**src/rtl/rr_mux_pkg.sv**
```systemverilog
// rr_mux_pkg: shared constants and helpers for the rr_mux streaming multiplexer.
// Helpers operate on MAX_CH-wide vectors; callers pass the live width in n
// and use only the low n bits of the result. Supports N_CH up to MAX_CH.
package rr_mux_pkg;

  localparam int unsigned CH_W_MIN = 1;
  localparam int unsigned MAX_CH   = 64;
  localparam int unsigned IDX_W    = 6;

  // Binary index of the set bit of a one-hot vector (0 when no bit is set).
  function automatic logic [IDX_W-1:0] onehot_to_idx(input logic [MAX_CH-1:0] onehot,
                                                     input int unsigned        n);
    logic [IDX_W-1:0] idx;
    idx = '0;
    for (int unsigned i = 0; i < MAX_CH; i++) begin
      if (i < n && onehot[i]) idx = idx | IDX_W'(i);
    end
    return idx;
  endfunction

  // Rotate the low n bits right by amt (amt < n): result[i] = v[(i+amt) mod n].
  function automatic logic [MAX_CH-1:0] rotate_right(input logic [MAX_CH-1:0] v,
                                                     input int unsigned        amt,
                                                     input int unsigned        n);
    logic [MAX_CH-1:0] r;
    int unsigned       j;
    r = '0;
    for (int unsigned i = 0; i < MAX_CH; i++) begin
      j = i + amt;
      if (j >= n) j = j - n;
      if (i < n) r[i] = v[j[IDX_W-1:0]];
    end
    return r;
  endfunction

  // Inverse of rotate_right: result[(i+amt) mod n] = v[i].
  function automatic logic [MAX_CH-1:0] rotate_left(input logic [MAX_CH-1:0] v,
                                                    input int unsigned        amt,
                                                    input int unsigned        n);
    logic [MAX_CH-1:0] r;
    int unsigned       j;
    r = '0;
    for (int unsigned i = 0; i < MAX_CH; i++) begin
      j = i + amt;
      if (j >= n) j = j - n;
      if (i < n) r[j[IDX_W-1:0]] = v[i];
    end
    return r;
  endfunction

endpackage

```
**src/rtl/rr_mux_arbiter.sv**
```systemverilog
// rr_arbiter: combinational one-hot grant generator for rr_mux.
// Default: round-robin search starting just above ptr_i, wrapping.
// RR_MUX_FIXED_PRIO_EN: fixed priority, lowest requesting index wins; ptr_i ignored.
module rr_arbiter
  import rr_mux_pkg::*;
#(
  parameter  int unsigned N_CH = 8,
  localparam int unsigned CH_W = ($clog2(N_CH) > CH_W_MIN) ? $clog2(N_CH) : CH_W_MIN
) (
  input  logic [N_CH-1:0] req_i,
  input  logic [CH_W-1:0] ptr_i,
  output logic [N_CH-1:0] grant_o
);

`ifdef RR_MUX_FIXED_PRIO_EN

  logic unused_ptr;
  assign unused_ptr = ^ptr_i;

  // Isolate the lowest set request bit.
  always_comb begin
    grant_o = req_i & (~req_i + N_CH'(1));
  end

`else

  logic [MAX_CH-1:0] req_w;
  logic [MAX_CH-1:0] rot_w;
  logic [MAX_CH-1:0] first_w;
  logic [MAX_CH-1:0] back_w;
  logic [N_CH-1:0]   rot_n;
  int unsigned       start;
  logic              unused_hi;

  // Rotate so the channel after ptr sits at bit 0, take the lowest set bit, rotate back.
  always_comb begin
    start = 32'(ptr_i) + 32'd1;
    if (start >= N_CH) start = 0;
    req_w            = '0;
    req_w[N_CH-1:0]  = req_i;
    rot_w            = rotate_right(req_w, start, N_CH);
    rot_n            = rot_w[N_CH-1:0];
    first_w          = '0;
    first_w[N_CH-1:0] = rot_n & (~rot_n + N_CH'(1));
    back_w           = rotate_left(first_w, start, N_CH);
    grant_o          = back_w[N_CH-1:0];
  end

  assign unused_hi = ^{rot_w, back_w};

`endif

endmodule

```
**src/rtl/rr_mux.sv**
```systemverilog
// rr_mux: N_CH-channel valid/ready multiplexer with a registered output stage
// and source-channel tagging. Optional macro RR_MUX_FIXED_PRIO_EN selects
// fixed-priority arbitration instead of round-robin (ptr register removed).
module rr_mux
  import rr_mux_pkg::*;
#(
  parameter  int unsigned N_CH   = 8,
  parameter  int unsigned DATA_W = 8,
  localparam int unsigned CH_W   = ($clog2(N_CH) > CH_W_MIN) ? $clog2(N_CH) : CH_W_MIN
) (
  input  logic                   clk,
  input  logic                   rst,
  input  logic [N_CH-1:0]        in_valid,
  input  logic [N_CH*DATA_W-1:0] in_data,
  output logic [N_CH-1:0]        in_ready,
  output logic                   out_valid,
  output logic [DATA_W-1:0]      out_data,
  output logic [CH_W-1:0]        out_chan,
  input  logic                   out_ready
);

  logic              out_valid_q, out_valid_d;
  logic [DATA_W-1:0] out_data_q,  out_data_d;
  logic [CH_W-1:0]   out_chan_q,  out_chan_d;
  logic [CH_W-1:0]   ptr_arb;

  logic              load;
  logic [N_CH-1:0]   grant;
  logic              xfer;
  logic [DATA_W-1:0] sel_data;
  logic [MAX_CH-1:0] grant_w;
  logic [IDX_W-1:0]  sel_idx_w;
  logic [CH_W-1:0]   sel_idx;
  logic              unused_idx;

`ifdef RR_MUX_FIXED_PRIO_EN
  assign ptr_arb = '0;
`else
  logic [CH_W-1:0] ptr_q, ptr_d;
  assign ptr_arb = ptr_q;
`endif

  rr_arbiter #(
    .N_CH (N_CH)
  ) u_arb (
    .req_i   (in_valid),
    .ptr_i   (ptr_arb),
    .grant_o (grant)
  );

  assign load     = ~out_valid_q | out_ready;
  assign in_ready = grant & {N_CH{load}};
  // grant is a subset of in_valid, so any ready bit implies a transfer.
  assign xfer     = |in_ready;

  // One-hot AND-OR payload select and index encode for the granted channel.
  always_comb begin
    sel_data = '0;
    for (int unsigned i = 0; i < N_CH; i++) begin
      if (grant[i]) sel_data = sel_data | in_data[i*DATA_W +: DATA_W];
    end
    grant_w           = '0;
    grant_w[N_CH-1:0] = grant;
    sel_idx_w         = onehot_to_idx(grant_w, N_CH);
    sel_idx           = sel_idx_w[CH_W-1:0];
  end

  assign unused_idx = ^sel_idx_w;

  // Output stage next-state: load new beat, drain to empty, or hold.
  always_comb begin
    out_valid_d = out_valid_q;
    out_data_d  = out_data_q;
    out_chan_d  = out_chan_q;
`ifndef RR_MUX_FIXED_PRIO_EN
    ptr_d       = ptr_q;
`endif
    if (load) begin
      if (xfer) begin
        out_valid_d = 1'b1;
        out_data_d  = sel_data;
        out_chan_d  = sel_idx;
`ifndef RR_MUX_FIXED_PRIO_EN
        ptr_d       = sel_idx;
`endif
      end else begin
        out_valid_d = 1'b0;
      end
    end
  end

  // Output register and priority pointer; pointer resets so channel 0 wins first.
  always_ff @(posedge clk or posedge rst) begin
    if (rst) begin
      out_valid_q <= 1'b0;
      out_data_q  <= '0;
      out_chan_q  <= '0;
`ifndef RR_MUX_FIXED_PRIO_EN
      ptr_q       <= CH_W'(N_CH - 1);
`endif
    end else begin
      out_valid_q <= out_valid_d;
      out_data_q  <= out_data_d;
      out_chan_q  <= out_chan_d;
`ifndef RR_MUX_FIXED_PRIO_EN
      ptr_q       <= ptr_d;
`endif
    end
  end

  assign out_valid = out_valid_q;
  assign out_data  = out_data_q;
  assign out_chan  = out_chan_q;

endmodule

```
**config.mk**
```make
export PLATFORM = sky130hd
export DESIGN_NAME = rr_mux
export DESIGN_NICKNAME = d
export VERILOG_FILES = /design/src/rtl/rr_mux_pkg.sv /design/src/rtl/rr_mux_arbiter.sv /design/src/rtl/rr_mux.sv
export SDC_FILE = /design/constraint.sdc
export NUM_CORES = 1
export LEC_CHECK = 0
export CORE_UTILIZATION = 48
export DETAILED_ROUTE_END_ITERATION = 8
export GPL_TIMING_DRIVEN = 0
export PLACE_DENSITY = 0.82
export REMOVE_ABC_BUFFERS = 1
export SLEW_MARGIN = 0
export SYNTH_ARGS = -nofsm -noshare
export SYNTH_HDL_FRONTEND = slang
export SYNTH_HIERARCHICAL = 1
export SYNTH_SLANG_ARGS = --single-unit
```
**constraint.sdc**
```tcl
create_clock -name clk -period 7.3 [get_ports clk]
set_clock_uncertainty 0.2 [all_clocks]
set_input_delay 1.46 -clock clk [delete_from_list [all_inputs] [get_ports clk]]
set_output_delay 1.46 -clock clk [all_outputs]
set_load 0.02 [all_outputs]
```
# Word level (Yosys, flattened, before mapping)
# Cells that the tools add are included.
[word_totals] ff_bits=15 inputBits=75
[classes] add_sub_neg=17 magnitude_cmp=25 muxes=64 n_bitwise=13 n_reduce_logical=10
[ops] operator="64-bit bitwise mux" n=7
[ops] operator="32-bit by 4-bit >= comparator with 1-bit output, second input constant" n=8
[ops] operator="64-bit AND" n=1
[ops] operator="8-bit 2-to-1 mux" n=8
[ops] operator="6-bit by 7-bit < comparator with 1-bit output, second input constant" n=8
[ops] operator="8-bit OR" n=7
[ops] operator="1-bit binary-select mux with 6-bit select" n=8
[ops] operator="1-bit demux with 6-bit select" n=8
[ops] operator="6-bit by 1-bit >= comparator with 1-bit output, second input constant" n=8
[ops] operator="6-bit 2-to-1 mux" n=8
[ops] operator="6-bit by 4-bit subtractor with 6-bit output, second input constant" n=8
[ops] operator="3-bit by 4-bit adder with 5-bit output, first input constant" n=4
[ops] operator="1-bit 2-to-1 mux" n=18
[ops] operator="8-bit AND" n=2
[ops] operator="3-bit 2-to-1 mux" n=4
[ops] operator="2-bit by 4-bit adder with 5-bit output, first input constant" n=2
[ops] operator="8-bit by 1-bit adder with 8-bit output, second input constant" n=1
[ops] operator="1-bit logical AND" n=8
[ops] operator="8-bit NOT" n=1
[ops] operator="8-bit OR reduction" n=1
[ops] operator="1-bit by 4-bit adder with 5-bit output, first input constant" n=1
[ops] operator="3-bit by 1-bit adder with 4-bit output, second input constant" n=1
[ops] operator="4-bit >= comparator, second input constant" n=1
[ops] operator="2-bit 2-to-1 mux" n=2
[ops] operator="4 further kinds" n=4

# Depth between registers and ports, before layout
[depth] depth_word=34 mapped_depth=24 ltp_nobuf=19

# Hierarchy
# The synthesis kept the hierarchy.
[by_module_without_submodules] module="rr_arbiter" n_inst=1 cells_each=274 area_per_inst_um2=1944.4 seq_area_each_um2=0.0
[by_module_without_submodules] module="rr_mux" n_inst=1 cells_each=102 area_per_inst_um2=1053.5 seq_area_each_um2=379.1

# Worst setup path after synthesis
# No wires, ideal clock.
[synth_path] path_kind="reg2out" start="register ptr_q[0], in the netlist ptr_arb[0]" end="output port in_ready[1]" t_arrival_ns=5.060 required_ns=5.640 path_slack_ns=0.580 stages_incl_launch_ff=22 path_cell_list="dfstp_2 buf_6 inv_1 clkbuf_1 buf_1 ha_1 nand2_1 inv_1 ha_1 nand2b_2 ha_1 nor2b_1 mux2_4 and2_4 a2bb2o_4 nor4_1 and4_1 clkbuf_1 nor3_1 a221oi_1 clkbuf_1 and2_1"
[synth_between] elab_chain_cells=19
[synth_rtl] element="start: declaration" line_no="rr_mux.sv:39" text="logic [CH_W-1:0] ptr_q, ptr_d;"
[synth_rtl] element="start signal: assignment" line_no="rr_mux.sv:99" text="ptr_q <= CH_W'(N_CH - 1);"
[synth_rtl] element="start signal: assignment" line_no="rr_mux.sv:106" text="ptr_q <= ptr_d;"
[synth_rtl] element="3-bit by 1-bit adder with 4-bit output (*)" line_no="rr_mux_arbiter.sv:37" text="start = 32'(ptr_i) + 32'd1;"
[synth_rtl] element="32-bit by 4-bit >= comparator with 1-bit output" line_no="rr_mux_arbiter.sv:38" text="if (start >= N_CH) start = 0;"
[synth_rtl] element="4-bit 2-to-1 mux (*)" line_no="rr_mux_arbiter.sv:38"
[synth_rtl] element="1-bit by 4-bit adder with 5-bit output, or another cell as far along" line_no="rr_mux_pkg.sv:29, rr_mux_pkg.sv:44"
[synth_rtl] element="32-bit by 4-bit >= comparator with 1-bit output, or another cell as far along" line_no="rr_mux_pkg.sv:30, rr_mux_pkg.sv:45"
[synth_rtl] element="6-bit 2-to-1 mux or 1-bit binary-select mux with 6-bit select (tied branches)" line_no="rr_mux_pkg.sv:30, rr_mux_pkg.sv:45, rr_mux_pkg.sv:31"
[synth_rtl] element="1-bit binary-select mux with 6-bit select or 1-bit 2-to-1 mux (tied branches)" line_no="rr_mux_pkg.sv:31" text="if (i < n) r[i] = v[j[IDX_W-1:0]];"
[synth_rtl] element="1-bit 2-to-1 mux (implied by the code) or 8-bit NOT (tied branches)" line_no="rr_mux_pkg.sv:31, rr_mux_arbiter.sv:44"
[synth_rtl] element="8-bit NOT or 8-bit by 1-bit adder with 8-bit output (tied branches)" line_no="rr_mux_arbiter.sv:44" text="first_w[N_CH-1:0] = rot_n & (~rot_n + N_CH'(1));"
[synth_rtl] element="8-bit by 1-bit adder with 8-bit output or 8-bit AND (tied branches)" line_no="rr_mux_arbiter.sv:44"
[synth_rtl] element="8-bit AND or 64-bit AND (tied branches)"
[synth_rtl] element="64-bit bitwise mux (6 in series)" line_no="rr_mux_pkg.sv:46" text="if (i < n) r[j[IDX_W-1:0]] = v[i];"
[synth_rtl] element="64-bit bitwise mux (*)" line_no="rr_mux_pkg.sv:46"
[synth_rtl] element="via grant[1]" line_no="rr_mux.sv:28" text="logic [N_CH-1:0] grant;"
[synth_rtl] element="8-bit AND (*)" line_no="rr_mux.sv:52" text="assign in_ready = grant & {N_CH{load}};"
[synth_rtl] element="end: declaration" line_no="rr_mux.sv:15" text="output logic [N_CH-1:0] in_ready,"
# Mark *: on every way through the listed nets, which the timed path passes. The rest lies on a longest branch. The select of a mux whose other input is x is not followed.

# Final worst setup path
[layout_path] start="input port in_valid[3]" end="output port in_ready[1]"
[layout_between] elab_chain_cells=14
[layout_rtl] element="start: declaration" line_no="rr_mux.sv:13" text="input logic [N_CH-1:0] in_valid,"
[layout_rtl] element="1-bit binary-select mux with 6-bit select" line_no="rr_mux_pkg.sv:31"
[layout_rtl] element="1-bit 2-to-1 mux (implied by the code)" line_no="rr_mux_pkg.sv:31"
[layout_rtl] element="8-bit NOT" line_no="rr_mux_arbiter.sv:44"
[layout_rtl] element="8-bit by 1-bit adder with 8-bit output" line_no="rr_mux_arbiter.sv:44"
[layout_rtl] element="8-bit AND (*)" line_no="rr_mux_arbiter.sv:44"
[layout_rtl] element="64-bit AND (no line)"
[layout_rtl] element="64-bit bitwise mux (6 in series)" line_no="rr_mux_pkg.sv:46"
[layout_rtl] element="64-bit bitwise mux (*)" line_no="rr_mux_pkg.sv:46"
[layout_rtl] element="via grant[1]" line_no="rr_mux.sv:28"
[layout_rtl] element="8-bit AND (*)" line_no="rr_mux.sv:52"
# Marks and branches as above.

==> run_results.csv <==
group,metric,value,unit
status,status,"finished, final reports clean",
timing,slew_viol_final,0,
timing,maxSlewHeadroom,0.177,
global_routing,grt_first_pass_wirelength,17.8,mm
placed_design,placed_cells,530,
global_routing,grt_pass1_vias,3454,
die,fp.dieW,81.0,um
synthesis,yosysMostFrequentCell,"a22oi_1",
critical_path,worstRegToRegCells,21,
cells_and_area,drive_gt1_frac,0.169,
critical_path,slowest_delay,1060,ps
placed_design,placedInstanceArea,3940,sq um
cells_and_area,antennaDiodeCount,0,
cts,clockRootBuffer,"clkbuf_8",
critical_path,worstPathCellList,"clkdlybuf4s50_1 > mux2_2 > nor2_1 > a2111oi_1 > nand3_1 > o21a_1 > a2111oi_0 > a211oi_1 > a221oi_4 > buf_4 > and2_1 > clkdlybuf4s50_1",
cts,clockBufferDepth,2,
cells_and_area,multi_input_area,2570,sq um
global_routing,overflow,0,
timing,finalSetupViolCount,0,
die,rows,28,
cts,cts.sinks,15,
routing,drt_pass1_iterations,5,
critical_path,worstPathMaxFanout,5,
routing,drt_iter0_drc,595,
placed_design,hpwl,8.58,mm
timing,hold_viol,0,
synthesis,synth_area,3000,sq um
die,die_y,81.0,um
global_routing,grt_max_degree,26,
synthesis,synth_edf_count,0,
synthesis,synth_top_area_cell,"dfrtp_1",
cells_and_area,area_delta_synth_final,40.8,%
routing,wl_per_cell,21.9,um
global_routing,antenna_found_initial,0,
critical_path,critPathLaunchType,"primary input",
routing,drc,0,
synthesis,ys_seq_elements,15,
critical_path,crit_path_frequent_cell,"clkdlybuf4s50_1",
cells_and_area,fin_nets,570,
synthesis,synth_area_per_cell,7.97,sq um
flow_run,maxCapViolCount,0,
die,io_pins,95,
routing,wirelength,12.0,mm
critical_path,r2r-end,"out_data[6]$_DFFE_PP0P_",
cells_and_area,nFillCells,499,
min_path,worstHoldPathCells,1,
routing,via_per_inst,6.78,
critical_path,cp_slowest_cell,"a2111oi_1",
min_path,holdCritPathClass,"reg2reg",
cells_and_area,seqCellArea,383,sq um
critical_path,cp-end-kind,"primary output",
placed_design,io_buffer_count,94,
cts,path_clk_slew,60,ps
cts,postCtsHoldBufs,0,
timing,min_period,7210,ps
timing,finalCritPeriodShare,0.988,
synthesis,yosysSeqAreaShare,0.126,
critical_path,arrival,5550,ps
synthesis,ys.warnings.count,6,
min_path,min_from,"out_chan[2]$_DFFE_PP0P_",
min_path,holdPathEnd,"out_chan[2]$_DFFE_PP0P_",
synthesis,netlist-cell-type-count,78,
routing,num_vias,3708,
timing,fmax,139,MHz
routing,postRouteAntennaNets,0,
synthesis,ys_async_sr_fraction,1.00,
placed_design,place_congestion,0.955,
cts,cts_tree,"built",
timing,worstMarginPinSlew,1230,ps
synthesis,syn_inst,376,
die,initial_utilization,0.503,
cts,numCtsBuffers,3,
die,fp.coreArea,5960,sq um
global_routing,track_usage,0.359,
cts,clock_latency,250,ps
die,die_area,6570,sq um
critical_path,path_class,"in2out",
timing,rsz0062_at_grt,"no",
critical_path,required,5640,ps
synthesis,ys_top_cells_by_area,"dfrtp_1 (10%), ha_1 (9.2%), a22oi_1 (8.8%)",
timing,whs,288,ps
critical_path,r2r_start,"ptr_arb[0]$_DFFE_PP1P_",
synthesis,synth_flop_cell,"dfrtp_1",
synthesis,synth_common_cells,"a22oi_1 (35), nand2_1 (33), ha_1 (22), nor2_1 (22)",
critical_path,r2r_slack,1480,ps
cells_and_area,design_area,4220,sq um
synthesis,yosysTopAreaCellShare,0.100,
cells_and_area,final_cells,547,
cts,cts_max_level,1,
[worst max-delay path, delay by kind of cell]
kind | cells | cell delay, ps
buffers and inverters | 3 | 1350
AND/OR/NAND/NOR | 3 | 340
multiplexers | 1 | 240
AO/OA/AOI/OAI | 5 | 2150
[kinds of logic (layout without fill, tap and decap cells)]
| family | count (synthesis) | in the layout | share of synthesized area |
|---|---|---|---|
| XOR/XNOR | 1 | 1 | 0.00292 |
| AO/OA/AOI/OAI | 125 | 125 | 0.319 |
| multiplexers | 31 | 31 | 0.131 |
| adder cells (fa/ha/maj) | 22 | 22 | 0.0918 |
| flip-flops | 15 | 15 | 0.126 |
| buffers and inverters | 41 | 130 | 0.0668 |
| AND/OR/NAND/NOR | 139 | 139 | 0.260 |
| other | 2 | 9 | 0.00251 |
[placed cells by master, fill, tap and decap left out, types with 3 or more instances in the layout]
cell / count
clkdlybuf4s50_1: 94
a22oi_1: 34
nand2_1: 31
nor2_1: 22
ha_1: 21
a21oi_1: 16
nand3_1: 16
inv_1: 14
mux2i_1: 14
buf_4: 13
and2_1: 12
dfrtp_1: 12
o21ai_0: 12
mux2_2: 11
nand4_1: 9
conb_1: 9
nor3_1: 7
nor2b_1: 6
nand2b_1: 6
a31oi_1: 6
o32ai_1: 6
mux4_2: 5
a21o_1: 4
nand2_2: 4
clkbuf_8: 3
o21a_1: 3
a31o_2: 3
nor4_1: 3
a32oi_1: 3
[worst max path at each step]
| stage | start | endpoint | slack, ps |
|---|---|---|---|
| global placement | ptr_arb[0]$_DFFE_PP1P_ | in_ready[1] | -2070 |
| floorplan | ptr_arb[0]$_DFFE_PP1P_ | in_ready[1] | 20 |
| detailed placement | ptr_arb[0]$_DFFE_PP1P_ | in_ready[2] | -1870 |
| finish | in_valid[3] | in_ready[1] | 90 |
| CTS | ptr_arb[0]$_DFFE_PP1P_ | in_ready[2] | 60 |
| global route | ptr_arb[0]$_DFFE_PP1P_ | in_ready[2] | 30 |
[stage by stage]
| step | setup slack [ps] | util | setup TNS (ps) |
|---|---|---|---|
| 4_1_cts | 57.7 | 0.697 | 0 |
| 5_1_grt | 26.0 | 0.709 | 0 |
| 3_5_place_dp | -1870 | 0.662 | -18190 |
| 6_report | 86.0 | 0.709 | 0 |
| 3_3_place_gp | -2070 | 0.659 | -20050 |
| 2_1_floorplan | 19.6 | - | 0 |
[routing by layer]
metal / routed length [um] / vias to the layer above / track usage
li1: - / 1643 / -
met1: 4880 / 1756 / 0.496
met2: 5600 / 250 / 0.548
met3: 1130 / 59 / 0.0596
met4: 405 / 0 / 0.154
met5: 0 / - / 0
[timing repair]
| item | in CTS | in global routing |
|---|---|---|
| setup endpoints to repair | 23 | 8 |
| cloned | 1 | 0 |
| resized for setup | 20 | 6 |
| pin swaps | 5 | 2 |
| buffers inserted | 6 | 6 |
[area by class of cell]
class,count,area share
multi-input combinational,327,0.610
inverter,17,0.0160
sequential,15,0.0907
timing repair buffer,108,0.250
clock buffer,4,0.0107
tap,75,0.0222
timing repair inverter,1,0.00119
[state kept, by name, summed over array words and instances (netlist names)]
name       count
ptr_arb        3
out_data       8
out_valid      1
out_chan       3
Power is left out: the tool's default activity adds up to more than one toggle a clock period on the data nets, which glitch-free logic cannot reach.
